==> config.mk <==
export PLATFORM = sky130hd
export DESIGN_NAME = obstacle_scroller
export DESIGN_NICKNAME = d
export VERILOG_FILES = /design/src/rtl/obstacle_scroller.sv
export SDC_FILE = /design/constraint.sdc
export NUM_CORES = 1
export LEC_CHECK = 0
export ABC_AREA = 0
export CAP_MARGIN = 20
export CORE_AREA = 10 10 48 87
export CTS_CLUSTER_DIAMETER = 120
export DETAILED_ROUTE_END_ITERATION = 10
export DIE_AREA = 0 0 58 97
export GPL_TIMING_DRIVEN = 0
export PLACE_DENSITY = 0.75
export SYNTH_ARGS = -nofsm -noshare
export SYNTH_HDL_FRONTEND = slang
export SYNTH_SLANG_ARGS = --single-unit
==> constraint.sdc <==
create_clock -name clk -period 2.2 [get_ports clk]
set_clock_uncertainty 0.1 [all_clocks]
set_input_delay 0.66 -clock clk [delete_from_list [all_inputs] [get_ports clk]]
set_output_delay 0.66 -clock clk [all_outputs]
set_load 0.005 [all_outputs]
==> src/rtl/obstacle_scroller.sv <==
// Obstacle line generator for the dino game: LFSR-driven spawns scrolled toward the player column.
// Optional collision detection and halt are enabled by defining OBSTACLE_COLLISION_EN.
module obstacle_scroller #(
  parameter int unsigned LINE_W   = 8,
  parameter int unsigned BASE_DIV = 4,
  parameter int unsigned MIN_GAP  = 2,
  parameter int unsigned DENSITY  = 3,
  parameter logic [7:0]  SEED     = 8'hA5,
  parameter int unsigned SCORE_W  = 8
) (
  input  logic               clk,
  input  logic               reset,
  input  logic               enable,
  input  logic [1:0]         speed,
  input  logic               clear,
  input  logic               airborne,
  output logic [LINE_W-1:0]  ledLine,
  output logic               spawn,
  output logic [SCORE_W-1:0] score,
  output logic               collision
);

  localparam int unsigned CNT_W = (BASE_DIV < 2) ? 1 : $clog2(BASE_DIV);
  localparam int unsigned GAP_W = $clog2(MIN_GAP + 2);
  localparam logic [7:0]  SEED_EFF = (SEED == 8'h00) ? 8'h01 : SEED;
  localparam logic [7:0]  LFSR_TAPS = 8'hB8;

  typedef enum logic {
    ST_RUN    = 1'b0,
    ST_HALTED = 1'b1
  } state_t;

  state_t             state_q, state_d;
  logic [7:0]         lfsr;
  logic [CNT_W-1:0]   tick_cnt;
  logic [GAP_W-1:0]   gap_cnt;
  logic [31:0]        period;
  logic               col_hit;
  logic               halted;
  logic               run;
  logic               tick;
  logic               gap_ok;
  logic               dens_ok;
  logic               sbit;

`ifdef OBSTACLE_COLLISION_EN
  assign col_hit = ledLine[LINE_W-1] & ~airborne;
`else
  logic unused_airborne;
  assign unused_airborne = airborne;
  assign col_hit         = 1'b0;
`endif

  // Shift-based divider; speeds beyond the divider width clamp to one tick per clock.
  always_comb begin
    period = 32'(BASE_DIV) >> speed;
    if (period == 32'd0) period = 32'd1;
  end

  assign halted    = (state_q == ST_HALTED);
  assign collision = halted;
  // A collision detected on this edge wins over a coincident tick.
  assign run       = enable & ~halted & ~col_hit & ~clear;
  assign tick      = run & (32'(tick_cnt) >= (period - 32'd1));
  assign gap_ok    = (32'(gap_cnt) >= MIN_GAP);
  assign dens_ok   = (32'(lfsr[2:0]) < DENSITY);
  assign sbit      = gap_ok & dens_ok;

  // NOTE: state registers use non-blocking assignments so every flop samples pre-edge values.
  always_ff @(posedge clk or negedge reset) begin
    if (!reset) state_q <= ST_RUN;
    else        state_q <= state_d;
  end

  // NOTE: next state is defaulted first so no path through this block infers a latch.
  always_comb begin
    state_d = state_q;
    if (clear)        state_d = ST_RUN;
    else if (col_hit) state_d = ST_HALTED;
  end

  // Free-running Galois LFSR; never reseeded by clear so successive games differ.
  always_ff @(posedge clk or negedge reset) begin
    if (!reset) lfsr <= SEED_EFF;
    else        lfsr <= {1'b0, lfsr[7:1]} ^ (lfsr[0] ? LFSR_TAPS : 8'h00);
  end

  always_ff @(posedge clk or negedge reset) begin
    if (!reset) begin
      ledLine  <= '0;
      spawn    <= 1'b0;
      score    <= '0;
      tick_cnt <= '0;
      gap_cnt  <= GAP_W'(MIN_GAP);
    end else if (clear) begin
      ledLine  <= '0;
      spawn    <= 1'b0;
      score    <= '0;
      tick_cnt <= '0;
      gap_cnt  <= GAP_W'(MIN_GAP);
    end else begin
      spawn <= 1'b0;
      if (tick) begin
        tick_cnt <= '0;
        ledLine  <= {ledLine[LINE_W-2:0], sbit};
        spawn    <= sbit;
        if (sbit)
          gap_cnt <= '0;
        else if (gap_cnt != {GAP_W{1'b1}})
          gap_cnt <= gap_cnt + GAP_W'(1);
        // The obstacle leaving the player column is what earns the point.
        if (ledLine[LINE_W-1] && (score != {SCORE_W{1'b1}}))
          score <= score + SCORE_W'(1);
      end else if (run) begin
        tick_cnt <= tick_cnt + CNT_W'(1);
      end
    end
  end

endmodule

==> impl_results.md <==
- Global-route wire length before repair: 5.66 mm
- Unrepaired setup endpoints after global routing: true
- Final non-filler cell total: 198
- Minimum clock period after layout: 2.19 ns
- Slowest Stage Delay on Critical Path: 0.53 ns
- Count of distinct cell types in the synthesized netlist: 31
- Number of violations of the max-capacitance limit: 0
- Final routed DRC violation total: 0
- Top-level port count: 25
- Critical path endpoint category: flop
- Die width: 58 microns
- Max Transition Viols Final: 0
- EDFF count, synth: 0
- CP bufs+invs: 2
- Worst Path Arrival: ~2.3 ns
- Height of the die: just under 100 microns
- Share of final-layout standard cells stronger than drive strength 1: 19.5%
- Setup WS pre-CTS: -0.751 ns
- Count of cells along the worst hold path: 0
- Hold path startpoint: lfsr[3]
- Synthesized netlist net count: between 100 and 150
- Part of the power in registers: 44.3%
- Num rows: 27
- Worst EP required: 2.31 ns
- Post-synthesis instance total: 133
- CTS tree: built
- Average wire per cell in the routed design: 17.1 microns
- Leak: 0.834 nW
- Number of buffers inserted during clock tree synthesis: 5
- Delay-heaviest family, CP: simple AND/OR/NAND/NOR gates
- Total GRT Usage: 12.8%
- Via count of the routed design: 1121
- Final nets: roughly 180
- R2r endpoint: score[4]
- Net switching share of the total power: 21.5%
- Combinational share of power: 10.6%
- Clock-pin slew on the worst setup and hold paths: 0.06 ns
- Hold violation total from the final report: 0
- Top cell type's share of synthesized area: 43.9%
- Number of H-tree branching levels: 2
- Slowest cell on the critical path: sky130_fd_sc_hd__or4_1
- Setup violation total in the final timing report: 0
- Vias in the first global route: 1216
- Worst hold endpoint: lfsr[2]
- Origin of the critical flop-to-flop path: tick_cnt[0]
- Library cell used as clock root buffer: sky130_fd_sc_hd__clkbuf_8
- HPWL after DPL: 2.41 mm
- DR pass1 iterations: 4
- Dpl cells: 185
- Synthesis-to-finish area growth: 36.7%
- CTS max path bufs: 2
- Initial core utilization: 49.4%
- R2R Setup Slk: 0.15 ns
- Total length of routed wires: approximately 3.4 mm
- Normalized max-slew margin: 58.0%
- Worst-case vdd ir drop: 0.000585 V
- Async set or reset register ratio after synthesis: 100%
- Status: finished clean
- Library cell occupying the most area in the post-synthesis netlist: sky130_fd_sc_hd__dfrtp_1
- Power per unit of standard cell area: 665 nW/um^2
- Synth area leaders: sky130_fd_sc_hd__dfrtp_1 (44%), sky130_fd_sc_hd__dfstp_2 (9.6%), sky130_fd_sc_hd__ha_1 (5.5%), sky130_fd_sc_hd__nand2_1 (5.5%), sky130_fd_sc_hd__nand2b_1 (3.7%)
- Worst R2R Path Depth: 7
- Antenna violations before repair: 0
- Class of the most critical setup path: input port to flop
- Number of synthesized register bits: 29
- Port-buffer cells: 22
- Residual antenna-violating net count after detailed routing: 0
- Worst min-delay path class: flop to flop
- Count of yosys warnings during synthesis: 0
- Internal Power: 977 uW
- Maximum number of pins on one net before global-route repair: 18
- Switching component of the power: between 200 and 300 uW
- Worst Setup Start Kind: input port
- Final Cycle Share: 99.7%
- Total overflow reported by the global router: 0
- Fmax: approximately 460 MHz
- Post-route setup slack: 0.00722 ns
- Share of synthesized area occupied by flip-flops and latches: 53.5%
- Transition time at the pin with the least slew margin: 0.629 ns
- Die Outline Area: ~5600 sq um
- Worst-path fanout max: 5
- Weighted congestion at the end of routability-driven global placement: 0.784
- N_diodes: 0
- Area of the mapped netlist: roughly 1400 sq um
- Sequence of cells on the critical path: buf_6, nor2_4, inv_2, ha_4, nand4bb_4, or2_4, or4_1, a21oi_2
- Clk network pwr share: about 45%
- Routed via count divided by cell count: ~5.7
- Starting DRC count in detailed routing: 14
- Number of buffers inserted by hold repair at cts: 0
- Std-Cell Core Area: 2770 sq um
- Dominant register cell in the synthesized netlist: sky130_fd_sc_hd__dfrtp_1
- Clock latency at the later pin of the worst-skew pair: 0.28 ns
- Mean cell area of the mapped netlist: 10.3 sq um
- Number of sinks handled by clock tree synthesis: 29
state kept, by name, summed over array words and instances, names as in the netlist:
register	count
ledLine	8
lfsr	8
score	8
gap_cnt	2
tick_cnt	2
spawn	1
cell usage in the layout (no fill, tap or decap), types with 2 or more instances in the layout:
cell type,count
sky130_fd_sc_hd__xor2_1,4
sky130_fd_sc_hd__nand4_1,3
sky130_fd_sc_hd__dfstp_2,5
sky130_fd_sc_hd__nand2b_1,8
sky130_fd_sc_hd__a21oi_1,5
sky130_fd_sc_hd__nand3b_1,6
sky130_fd_sc_hd__nand2_1,20
sky130_fd_sc_hd__inv_1,4
sky130_fd_sc_hd__clkbuf_8,6
sky130_fd_sc_hd__dlygate4sd2_1,2
sky130_fd_sc_hd__clkbuf_1,3
sky130_fd_sc_hd__buf_4,5
sky130_fd_sc_hd__nor4_1,3
sky130_fd_sc_hd__ha_4,2
sky130_fd_sc_hd__buf_2,2
sky130_fd_sc_hd__nor2_1,9
sky130_fd_sc_hd__mux2i_1,3
sky130_fd_sc_hd__nand3_1,4
sky130_fd_sc_hd__clkdlybuf4s50_1,18
sky130_fd_sc_hd__o21ai_0,5
sky130_fd_sc_hd__ha_1,4
sky130_fd_sc_hd__or4_1,2
sky130_fd_sc_hd__dfrtp_1,24
routing by layer:
layer	part of all wire, %	wire length [microns]	vias up	global-route usage (%)
met3	4.5	153	8	4.18
met4	2.7	91	0	6.16
met1	35	1170	564	11.3
met5	0	0	-	0
li1	-	-	522	-
met2	58	1970	27	23.8
worst max path at each step:
stage                 endpoint  startpoint  cells past startpoint  slack (ns)
detailed placement  ledLine[0]    speed[1]                      9       -0.75
CTS                   score[4]    speed[1]                      8        0.03
global route          score[4]    speed[1]                      8       -0.06
floorplan             score[4]    speed[0]                      7       -0.08
global placement    ledLine[0]    speed[1]                      9       -0.67
finish                score[4]    speed[1]                      8       0.007
what timing repair did:
action                                  CTS  global route
buffers inserted                          5             0
endpoints found under the setup margin   21             4
pin swaps                                 6             0
cloned                                    0             0
resized for setup                        15             4
synth_stat cells, types with 4 or more instances:
| library cell | count |
|---|---|
| sky130_fd_sc_hd__dfstp_2 | 5 |
| sky130_fd_sc_hd__nor4_1 | 4 |
| sky130_fd_sc_hd__inv_1 | 5 |
| sky130_fd_sc_hd__nand3b_1 | 6 |
| sky130_fd_sc_hd__nor2_1 | 10 |
| sky130_fd_sc_hd__ha_1 | 6 |
| sky130_fd_sc_hd__o21ai_0 | 5 |
| sky130_fd_sc_hd__xor2_1 | 4 |
| sky130_fd_sc_hd__nand2_1 | 20 |
| sky130_fd_sc_hd__nand3_1 | 4 |
| sky130_fd_sc_hd__nand2b_1 | 8 |
| sky130_fd_sc_hd__a21oi_1 | 7 |
| sky130_fd_sc_hd__dfrtp_1 | 24 |
layout make-up:
cell class                 count  area (sq um)
fill                         210           900
sequential                    29           732
multi-input combinational     94           663
timing repair buffer          28           279
clock buffer                   7          86.3
tap                           29          36.3
clock inverter                 1          30.0
buffer                         5          25.0
inverter                       5          18.8
worst register-to-register path, stage by stage, from the launching register on:
cell	delay, ns
sky130_fd_sc_hd__dfrtp_1	0.36
sky130_fd_sc_hd__inv_1	0.07
sky130_fd_sc_hd__ha_1	0.27
sky130_fd_sc_hd__nand2b_1	0.14
sky130_fd_sc_hd__a21oi_4	0.08
sky130_fd_sc_hd__or2_4	0.27
sky130_fd_sc_hd__or4_1	0.53
sky130_fd_sc_hd__a21oi_2	0.15
stage by stage:
step	utilization, %	power (mW)	hold slack [ns]	TNS [ns]	area (sq um)
detailed placement	60.3	0.664	0.252	-12.35	1670
finish	67.5	1.24	0.266	0	1870
global placement	59.8	0.654	0.248	-10.79	1660
floorplan	-	0.613	0.233	-0.0886	1400
CTS	67.1	1.26	0.273	0	1860
global route	67.5	1.30	0.277	-0.0588	1870
power by group through the flow:
stage	Sequential, mW	Combinational [mW]	Clock [mW]
after floorplan	0.559	0.0545	0
after global placement	0.559	0.0951	0
after detailed placement	0.560	0.104	0
after CTS	0.551	0.131	0.577
after global routing	0.552	0.145	0.601
final	0.551	0.131	0.562
kinds of logic (layout without fill, tap and decap cells):
| kind of cell | count (synthesis) | after routing | synth area share, % |
|---|---|---|---|
| XOR/XNOR | 5 | 5 | 3.20 |
| AND/OR/NAND/NOR | 63 | 63 | 25.5 |
| adder cells (fa/ha/maj) | 6 | 6 | 5.48 |
| flip-flops | 29 | 29 | 53.5 |
| AO/OA/AOI/OAI | 16 | 16 | 6.76 |
| buffers and inverters | 10 | 46 | 3.11 |
| multiplexers | 3 | 3 | 2.19 |
| other | 1 | 1 | 0.274 |
(Power assumes the default switching activity.)
